`config.mk`:
```
export PLATFORM = sky130hd
export DESIGN_NAME = traffic_light_ctrl
export DESIGN_NICKNAME = d
export VERILOG_FILES = /design/src/rtl/tlc_pkg.sv /design/src/rtl/tlc_phase_timer.sv /design/src/rtl/traffic_light_ctrl.sv
export SDC_FILE = /design/constraint.sdc
export NUM_CORES = 1
export LEC_CHECK = 0
export ABC_CLOCK_PERIOD_IN_PS = 1700
export BUFFER_PORTS_ARGS = -buffer_cell sky130_fd_sc_hd__buf_2
export CAP_MARGIN = 40
export CORE_MARGIN = 2
export CORE_UTILIZATION = 45
export DETAILED_ROUTE_END_ITERATION = 6
export MAX_ROUTING_LAYER = met4
export PLACE_DENSITY_LB_ADDON = 0.08
export SYNTH_ARGS = -nofsm -noshare
export SYNTH_HDL_FRONTEND = slang
export SYNTH_SLANG_ARGS = --single-unit
```
`constraint.sdc`:
```
create_clock -name clk -period 1.7 [get_ports clk]
set_input_delay 0.255 -clock clk [delete_from_list [all_inputs] [get_ports clk]]
set_output_delay 0.255 -clock clk [all_outputs]
set_load 0.01 [all_outputs]
```
`src/rtl/tlc_pkg.sv`:
```
// Shared state codes and lamp encodings for the two-approach traffic light controller.
package tlc_pkg;

  typedef enum logic [2:0] {
    MAIN_G  = 3'd0,
    MAIN_Y  = 3'd1,
    ALLRED1 = 3'd2,
    SIDE_G  = 3'd3,
    SIDE_Y  = 3'd4,
    ALLRED2 = 3'd5,
    WALK    = 3'd6
  } tlc_state_e;

  // Lamp head encoding {R,G,Y}
  localparam logic [2:0] LT_RED    = 3'b100;
  localparam logic [2:0] LT_GREEN  = 3'b010;
  localparam logic [2:0] LT_YELLOW = 3'b001;

endpackage

```
`src/rtl/tlc_phase_timer.sv`:
```
// Phase down-counter: loads a duration-minus-one value, counts to zero and holds there.
module tlc_phase_timer #(
  parameter int              CNT_W   = 8,
  parameter logic [CNT_W-1:0] RST_VAL = '0
) (
  input  logic             clk,
  input  logic             rst_n,
  input  logic             load,
  input  logic [CNT_W-1:0] load_val,
  input  logic             en,
  output logic [CNT_W-1:0] count,
  output logic             done
);

  assign done = (count == '0);

  always_ff @(posedge clk or negedge rst_n) begin
    if (!rst_n)
      count <= RST_VAL;
    else if (load)
      count <= load_val;
    else if (en && !done)
      count <= count - 1'b1;
  end

endmodule

```
`src/rtl/traffic_light_ctrl.sv`:
```
// Two-approach intersection controller with demand-extended main green.
// Optional pedestrian walk phase is compiled in with `define TLC_PED_EN.
//
// state   | meaning
// MAIN_G  | main green, held until side or pedestrian demand after minimum green
// MAIN_Y  | main yellow
// ALLRED1 | clearance before side green
// SIDE_G  | side green, fixed length
// SIDE_Y  | side yellow
// ALLRED2 | clearance before main green or walk (reset state)
// WALK    | pedestrian walk, both heads red
module traffic_light_ctrl
  import tlc_pkg::*;
#(
  parameter int CNT_W      = 8,
  parameter int GREEN_CYC  = 4,
  parameter int YELLOW_CYC = 2,
  parameter int ALLRED_CYC = 1,
  parameter int WALK_CYC   = 3
) (
  input  logic       clk,
  input  logic       rst_n,
  input  logic       side_car,
  input  logic       ped_req,
  output logic [2:0] main_light,
  output logic [2:0] side_light,
  output logic       walk,
  output logic       ped_ack,
  output logic [2:0] phase
);

  if (GREEN_CYC < 1 || GREEN_CYC >= (1 << CNT_W) ||
      YELLOW_CYC < 1 || YELLOW_CYC >= (1 << CNT_W) ||
      ALLRED_CYC < 1 || ALLRED_CYC >= (1 << CNT_W) ||
      WALK_CYC < 1 || WALK_CYC >= (1 << CNT_W)) begin : g_bad_duration
    $error("traffic_light_ctrl: every duration must be >= 1 and fit in CNT_W bits");
  end

  localparam logic [CNT_W-1:0] LD_GREEN  = CNT_W'(GREEN_CYC - 1);
  localparam logic [CNT_W-1:0] LD_YELLOW = CNT_W'(YELLOW_CYC - 1);
  localparam logic [CNT_W-1:0] LD_ALLRED = CNT_W'(ALLRED_CYC - 1);
  localparam logic [CNT_W-1:0] LD_WALK   = CNT_W'(WALK_CYC - 1);

  tlc_state_e       state, state_nx;
  logic             tmr_load, tmr_done;
  logic [CNT_W-1:0] tmr_load_val, unused_cnt;
  logic             side_pend, ped_pend;
  logic             enter_side;
  logic [2:0]       main_nx, side_nx;

  function automatic logic [CNT_W-1:0] load_for(input tlc_state_e s);
    case (s)
      MAIN_G, SIDE_G:   return LD_GREEN;
      MAIN_Y, SIDE_Y:   return LD_YELLOW;
      WALK:             return LD_WALK;
      default:          return LD_ALLRED;
    endcase
  endfunction

  // Timer reloads on every state change with the incoming state's duration
  assign tmr_load     = (state_nx != state);
  assign tmr_load_val = load_for(state_nx);

  tlc_phase_timer #(
    .CNT_W   (CNT_W),
    .RST_VAL (LD_ALLRED)
  ) u_timer (
    .clk      (clk),
    .rst_n    (rst_n),
    .load     (tmr_load),
    .load_val (tmr_load_val),
    .en       (1'b1),
    .count    (unused_cnt),
    .done     (tmr_done)
  );

  always_ff @(posedge clk or negedge rst_n) begin
    if (!rst_n)
      state <= ALLRED2;
    else
      state <= state_nx;
  end

  always_comb begin
    state_nx = state;
    case (state)
      MAIN_G:  if (tmr_done && (side_pend || ped_pend)) state_nx = MAIN_Y;
      MAIN_Y:  if (tmr_done) state_nx = ALLRED1;
      ALLRED1: if (tmr_done) state_nx = SIDE_G;
      SIDE_G:  if (tmr_done) state_nx = SIDE_Y;
      SIDE_Y:  if (tmr_done) state_nx = ALLRED2;
      ALLRED2: if (tmr_done) state_nx = ped_pend ? WALK : MAIN_G;
      WALK:    if (tmr_done) state_nx = MAIN_G;
      default: state_nx = ALLRED2;
    endcase
  end

  // Lamps are decoded from the next state so they switch on the same edge as the state
  always_comb begin
    main_nx = LT_RED;
    side_nx = LT_RED;
    case (state_nx)
      MAIN_G:  main_nx = LT_GREEN;
      MAIN_Y:  main_nx = LT_YELLOW;
      SIDE_G:  side_nx = LT_GREEN;
      SIDE_Y:  side_nx = LT_YELLOW;
      default: ;
    endcase
  end

  always_ff @(posedge clk or negedge rst_n) begin
    if (!rst_n) begin
      main_light <= LT_RED;
      side_light <= LT_RED;
    end else begin
      main_light <= main_nx;
      side_light <= side_nx;
    end
  end

  assign phase      = state;
  assign enter_side = (state_nx == SIDE_G) && (state != SIDE_G);

  always_ff @(posedge clk or negedge rst_n) begin
    if (!rst_n)
      side_pend <= 1'b0;
    else if (enter_side)
      side_pend <= 1'b0;
    else if (side_car && state != SIDE_G && state != SIDE_Y)
      side_pend <= 1'b1;
  end

`ifdef TLC_PED_EN
  logic enter_walk;

  assign enter_walk = (state_nx == WALK) && (state != WALK);

  // A request arriving on the walk-entry edge is served by that walk
  always_ff @(posedge clk or negedge rst_n) begin
    if (!rst_n)
      ped_pend <= 1'b0;
    else if (enter_walk)
      ped_pend <= 1'b0;
    else if (ped_req)
      ped_pend <= 1'b1;
  end

  always_ff @(posedge clk or negedge rst_n) begin
    if (!rst_n) begin
      walk    <= 1'b0;
      ped_ack <= 1'b0;
    end else begin
      walk    <= (state_nx == WALK);
      ped_ack <= enter_walk;
    end
  end
`else
  logic unused_ped;

  assign unused_ped = ped_req;
  assign ped_pend   = 1'b0;
  assign walk       = 1'b0;
  assign ped_ack    = 1'b0;
`endif

endmodule

```
==> results.cfg, run 1 <==
[timing]
finalSetupViolCount = 0
drv_slew = 0
fin_crit_sh = 0.963
rsz0062_at_grt = true
min_period_ns = 1.64
hold_viol_final = 0
timing.hold.ws_ns = 0.228
worst_clock_skew_ns = 0.00306
max_freq_mhz = 611

[route]
drtAntennaViolNets = 0
first_iter_violations = 11
drc = 0
detail_route.vias_per_cell = 5.48
routed_wl_um = 2140
avgRoutedWirePerCell_um = 14.0
vias = 839
drt_pre_antenna_iters = 4

[layout]
antenna_cells = 0
syn_to_final_growth_pct = 22.4
nNetsFinal = 132
layout-drive-gt1-share = 0.368
regArea_sq_um = 455
multi_input_area_sq_um = 548
nFillCells = 199

[grt]
grt_usage = 0.178
grt_remaining_overflow = 0
grt_antenna_before_repair = 0
grt_pass1_wl_um = 3430
grt_start_max_net_pins = 19
grt_pass1_vias = 753

[synthesis]
ys_warn_count = 0
syn_avg_cell_area_sq_um = 9.94
syn_inst = 103
syn_area_sq_um = 1020
synth_seq_cells = 18
synthFlopType = dfrtp_1
ys_seq_area_frac = 0.445
ys_types = 40
synth-edff-count = 0
ys_async_sr_fraction = 1.00

[hold_path]
min_path_type = in2reg
hold_path_startpoint = side_car

[placed_design]
hpwlAfterDp_um = 1420
gp_congestion = 0.786
io_buffers = 11

[cts]
clk-insertion-delay-late_ns = 0.29
h-tree-depth = 1
clockBufferDepth = 2
clock-sinks = 18
cts_tree = done
cts_buffers = 3
clk_pin_slew_worst_paths_ns = 0.11
cts_root_buf = clkbuf_4

[critical_path]
criticalPathCategory = reg2reg
cp.required_ns = 1.88
endpoint_kind = flop
start_kind = flop
cp.arrival_ns = 1.82
startpoint = u_timer.count[0]$_DFFE_PN0P_
timing.rr.start = u_timer.count[0]$_DFFE_PN0P_
crit_fanout = 5

[floorplan]
io_pins = 15
start_util = 0.467
chipWidth_um = 51.7
core_sq_um = 2190
die_y_um = 51.7
fp-row-count = 17
die_area_sq_um = 2670

[pwr]
vdd_drop_max_v = 0.000858
powerDensity_nw_per_um2 = 1750
total_power_mw = 2.20
p_leak_nw = 0.544

[job]
drv_cap = 0

[outcome]
status = completed
state kept, by name, summed over array words and instances (netlist names):
signal,cells
u_timer.count,8
main_light,3
phase,3
side_light,3
side_pend,1
layout make-up:
| class | count | area share |
|---|---|---|
| Inverter | 3 | 0.00899 |
| Clock buffer | 4 | 0.0290 |
| Timing Repair Buffer | 25 | 0.133 |
| Multi-Input combinational cell | 75 | 0.438 |
| Sequential cell | 18 | 0.364 |
| Tap cell | 28 | 0.0280 |
what timing repair did:
item                                    CTS  global route
hold buffers                              1             0
resized for setup                         2             5
endpoints found under the hold margin    14             0
pin swaps                                 3             6
endpoints found under the setup margin    6            14
cloned                                    0             0
buffers inserted                          1             5
synth_stat cells (2+ instances only):
master	number	area [sq um]
nor3_1	4	20.0
nand2_1	9	33.8
a21o_1	2	15.0
nor2_1	7	26.3
dfrtp_1	14	350
ha_1	2	25.0
nor2b_1	3	18.8
a211oi_1	3	22.5
buf_4	3	22.5
xnor2_1	4	35.0
a21oi_1	7	35.0
dfstp_2	4	105
a22oi_1	2	15.0
nand3b_1	2	15.0
clkbuf_1	4	15.0
o21ai_0	6	30.0
a31oi_1	2	12.5
inv_1	3	11.3
final timing paths:
| path | cells after the start | slack [ns] | endpoint |
|---|---|---|---|
| worst max-delay path | 8 | 0.06 | phase[1]$_DFF_PN0_ |
| worst min-delay path | 3 | 0.23 | side_pend$_DFFE_PN0P_ |
| worst max register to register | 8 | 0.06 | phase[1]$_DFF_PN0_ |
| worst min register to register | 2 | 0.61 | u_timer.count[7]$_DFFE_PN0P_ |
| max in group asynchronous | 2 | 0.98 | phase[2]$_DFF_PN1_ |
| min in group asynchronous | 2 | 0.40 | u_timer.count[0]$_DFFE_PN0P_ |
through the flow:
stage / utilization / TNS (ns) / setup WS, ns / std cells / cell area (sq um)
3_3_place_gp: 0.516 / 0 / 0.00125 / 142 / 1130
6_report: 0.572 / 0 / 0.0623 / 153 / 1250
2_1_floorplan: - / 0 / 0.0166 / 104 / 1030
5_1_grt: 0.572 / -0.502 / -0.0721 / 153 / 1250
3_5_place_dp: 0.516 / 0 / 0.00332 / 142 / 1130
4_1_cts: 0.544 / 0 / 0.00680 / 148 / 1190
report_power, final:
| group | switching (mW) | internal, mW | total (mW) |
|---|---|---|---|
| Clock | 0.137 | 0.130 | 0.267 |
| Sequential | 0.207 | 0.617 | 0.824 |
| Combinational | 0.545 | 0.560 | 1.11 |
per-layer routing:
metal | global-route usage | up-vias | part of all wire
li1 | - | 412 | -
met1 | 0.237 | 407 | 0.48
met2 | 0.271 | 14 | 0.48
met3 | 0.0345 | 6 | 0.027
met4 | 0.0658 | 0 | 0.014
met5 | - | - | 0
kinds of logic after synthesis:
kind of cell             share of synthesized area
flip-flops                                   0.445
XOR/XNOR                                    0.0428
AO/OA/AOI/OAI                                0.222
adder cells (fa/ha/maj)                     0.0244
multiplexers                               0.00978
buffers and inverters                       0.0513
AND/OR/NAND/NOR                              0.201
other                                      0.00366
worst max-delay path: stages (launching register included):
cell and delay, ns:
dfrtp_1 0.43, inv_2 0.11, ha_4 0.13, nor3b_4 0.24
buf_6 0.15, buf_4 0.10, a21oi_1 0.08, o21ai_0 0.17
o21ai_0 0.11
layout by cell type, fill, tap and decap left out, drive strengths merged, types with 2 or more instances in the layout:
master / synthesis / layout
a211oi: 3 / 3
clkbuf: 4 / 4
nand2: 9 / 9
a21oi: 7 / 7
buf: 4 / 24
xnor2: 4 / 4
nor2: 8 / 8
ha: 2 / 2
o22ai: 2 / 2
a31oi: 2 / 2
inv: 3 / 3
dfstp: 4 / 4
nor3: 4 / 4
nand3b: 2 / 2
nor2b: 3 / 3
conb: 1 / 2
a22oi: 2 / 2
a21o: 2 / 2
dfrtp: 14 / 14
o21ai: 6 / 6
No activity file was read; power rests on OpenSTA's default activity.
==> inputs of run 2 (changes only) <==
--- a/config.mk
+++ b/config.mk
@@ -11,6 +11,7 @@
 export CORE_MARGIN = 2
 export CORE_UTILIZATION = 45
 export DETAILED_ROUTE_END_ITERATION = 6
+export GPL_TIMING_DRIVEN = 0
 export MAX_ROUTING_LAYER = met4
 export PLACE_DENSITY_LB_ADDON = 0.08
 export SYNTH_ARGS = -nofsm -noshare
==> results.cfg, run 2 (synthesis gave the netlist of run 1 again) <==
[outcome]
status = completed

[floorplan]
start_util = 0.467
core_sq_um = 2190
die_area_sq_um = 2670
chipWidth_um = 51.7
io_pins = 15
die_y_um = 51.7
fp-row-count = 17

[route]
avgRoutedWirePerCell_um = 14.2
routed_wl_um = 2370
drc = 0
detail_route.vias_per_cell = 5.52
drtAntennaViolNets = 0
first_iter_violations = 12
vias = 922
drt_pre_antenna_iters = 4

[layout]
multi_input_area_sq_um = 578
nFillCells = 165
top_register = u_timer.count
syn_to_final_growth_pct = 35.0
antenna_cells = 0
final_cell_mix = buf_4 (20), dfrtp_1 (12), buf_2 (11)
final_common_cell = buf_4
nNetsFinal = 146
largest_reg_flops = 8
regArea_sq_um = 458
layout-drive-gt1-share = 0.453

[pwr]
p_leak_nw = 0.620
vdd_drop_max_v = 0.000962
powerDensity_nw_per_um2 = 1720

[cts]
clk_pin_slew_worst_paths_ns = 0.11
clock-sinks = 18
clockBufferDepth = 2
clk-insertion-delay-late_ns = 0.30
cts_root_buf = clkbuf_4
h-tree-depth = 1
cts_tree = done
cts_buffers = 3

[timing]
finalSetupViolCount = 0
worst_clock_skew_ns = 0.000509
drv_slew = 0
hold_viol_final = 0
timing.hold.ws_ns = 0.231
min_period_ns = 1.65
max_freq_mhz = 605
fin_crit_sh = 0.972
setup_ws_ns = 0.0480
rsz0062_at_grt = true

[grt]
grt_usage = 0.187
grt_pass1_vias = 791
grt_start_max_net_pins = 19
grt_remaining_overflow = 0
grt_pass1_wl_um = 3640
grt_antenna_before_repair = 0

[critical_path]
ff2ff_path_depth = 4
endpoint_kind = flop
cp.arrival_ns = 1.85
start_kind = flop
cp.required_ns = 1.89
rrSetupSlack_ns = 0.05
reg2reg_to = u_timer.count[7]$_DFFE_PN0P_
criticalPathCategory = reg2reg
crit_fanout = 5
timing.rr.start = u_timer.count[3]$_DFFE_PN0P_

[placed_design]
dp_slack_ns = -0.302
hpwlAfterDp_um = 1380
gp_congestion = 0.843
io_buffers = 11

[job]
drv_cap = 0

[hold_path]
holdPathStages = 3
hold_path_startpoint = side_car
whs_endpoint = side_pend$_DFFE_PN0P_
min_path_type = in2reg
-- run 2: cell types whose count changed in the layout (fill, tap and decap cells not counted), sizes merged --
cell / before / now
buf: 24 / 33
clkbuf: 4 / 9
-- run 2: final cells by class --
class	instances	share of cell area
Buffer	8	0.0371
Sequential cell	18	0.332
Timing Repair Buffer	31	0.153
Clock buffer	4	0.0263
Tap cell	28	0.0254
Multi-Input combinational cell	75	0.418
Inverter	3	0.00815
-- run 2: worst max-delay path by stage --
stage                                       from                           end  slack (ns)  depth (start not counted)
CTS                 u_timer.count[1]$_DFFE_PN0P_  u_timer.count[6]$_DFFE_PN0P_       0.002                          6
global placement    u_timer.count[0]$_DFFE_PN0P_  u_timer.count[6]$_DFFE_PN0P_       -0.31                          6
finish              u_timer.count[3]$_DFFE_PN0P_  u_timer.count[7]$_DFFE_PN0P_        0.05                          4
detailed placement  u_timer.count[0]$_DFFE_PN0P_  u_timer.count[6]$_DFFE_PN0P_       -0.30                          6
global route        u_timer.count[1]$_DFFE_PN0P_  u_timer.count[1]$_DFFE_PN0P_       -0.03                          8
floorplan           u_timer.count[0]$_DFFE_PN0P_       main_light[0]$_DFF_PN0_        0.02                          7
-- run 2: what timing repair did --
item | in CTS | in global routing
endpoints found under the setup margin | 15 | 17
gates resized for setup | 4 | 16
pin swaps | 1 | 7
endpoints found under the hold margin | 14 | 0
buffers inserted | 7 | 12
gates cloned | 0 | 0
hold buffers | 1 | 0
-- run 2: critical path: stages, from the launching register on --
cell and delay, ns:
dfrtp_2 0.47, or4_4 0.57, a2111oi_4 0.30, xnor2_1 0.17, nor2_2 0.04
-- run 2: through the flow --
| step | cells | utilization | TNS [ns] | power (mW) | area (sq um) |
|---|---|---|---|---|---|
| 3_3_place_gp | 143 | 0.511 | -2.85 | 1.70 | 1120 |
| 4_1_cts | 155 | 0.563 | 0 | 2.11 | 1230 |
| 2_1_floorplan | 104 | - | 0 | 1.49 | 1030 |
| 5_1_grt | 167 | 0.630 | -0.125 | 2.55 | 1380 |
| 6_report | 167 | 0.630 | 0 | 2.38 | 1380 |
| 3_5_place_dp | 143 | 0.511 | -2.66 | 1.71 | 1120 |
-- run 2: where the power goes --
group	internal, mW	switching, mW	total [mW]
sequential	0.620	0.170	0.789
clock	0.131	0.141	0.272
combinational	0.657	0.661	1.32
-- run 2: layer usage --
layer | wire length [um] | part of all wire | track usage | vias up
met3 | 122 | 0.051 | 0.0259 | 4
met2 | 1160 | 0.49 | 0.284 | 34
li1 | - | - | - | 441
met1 | 1050 | 0.44 | 0.257 | 443
met5 | 0 | 0 | - | -
met4 | 38 | 0.016 | 0.0658 | 0
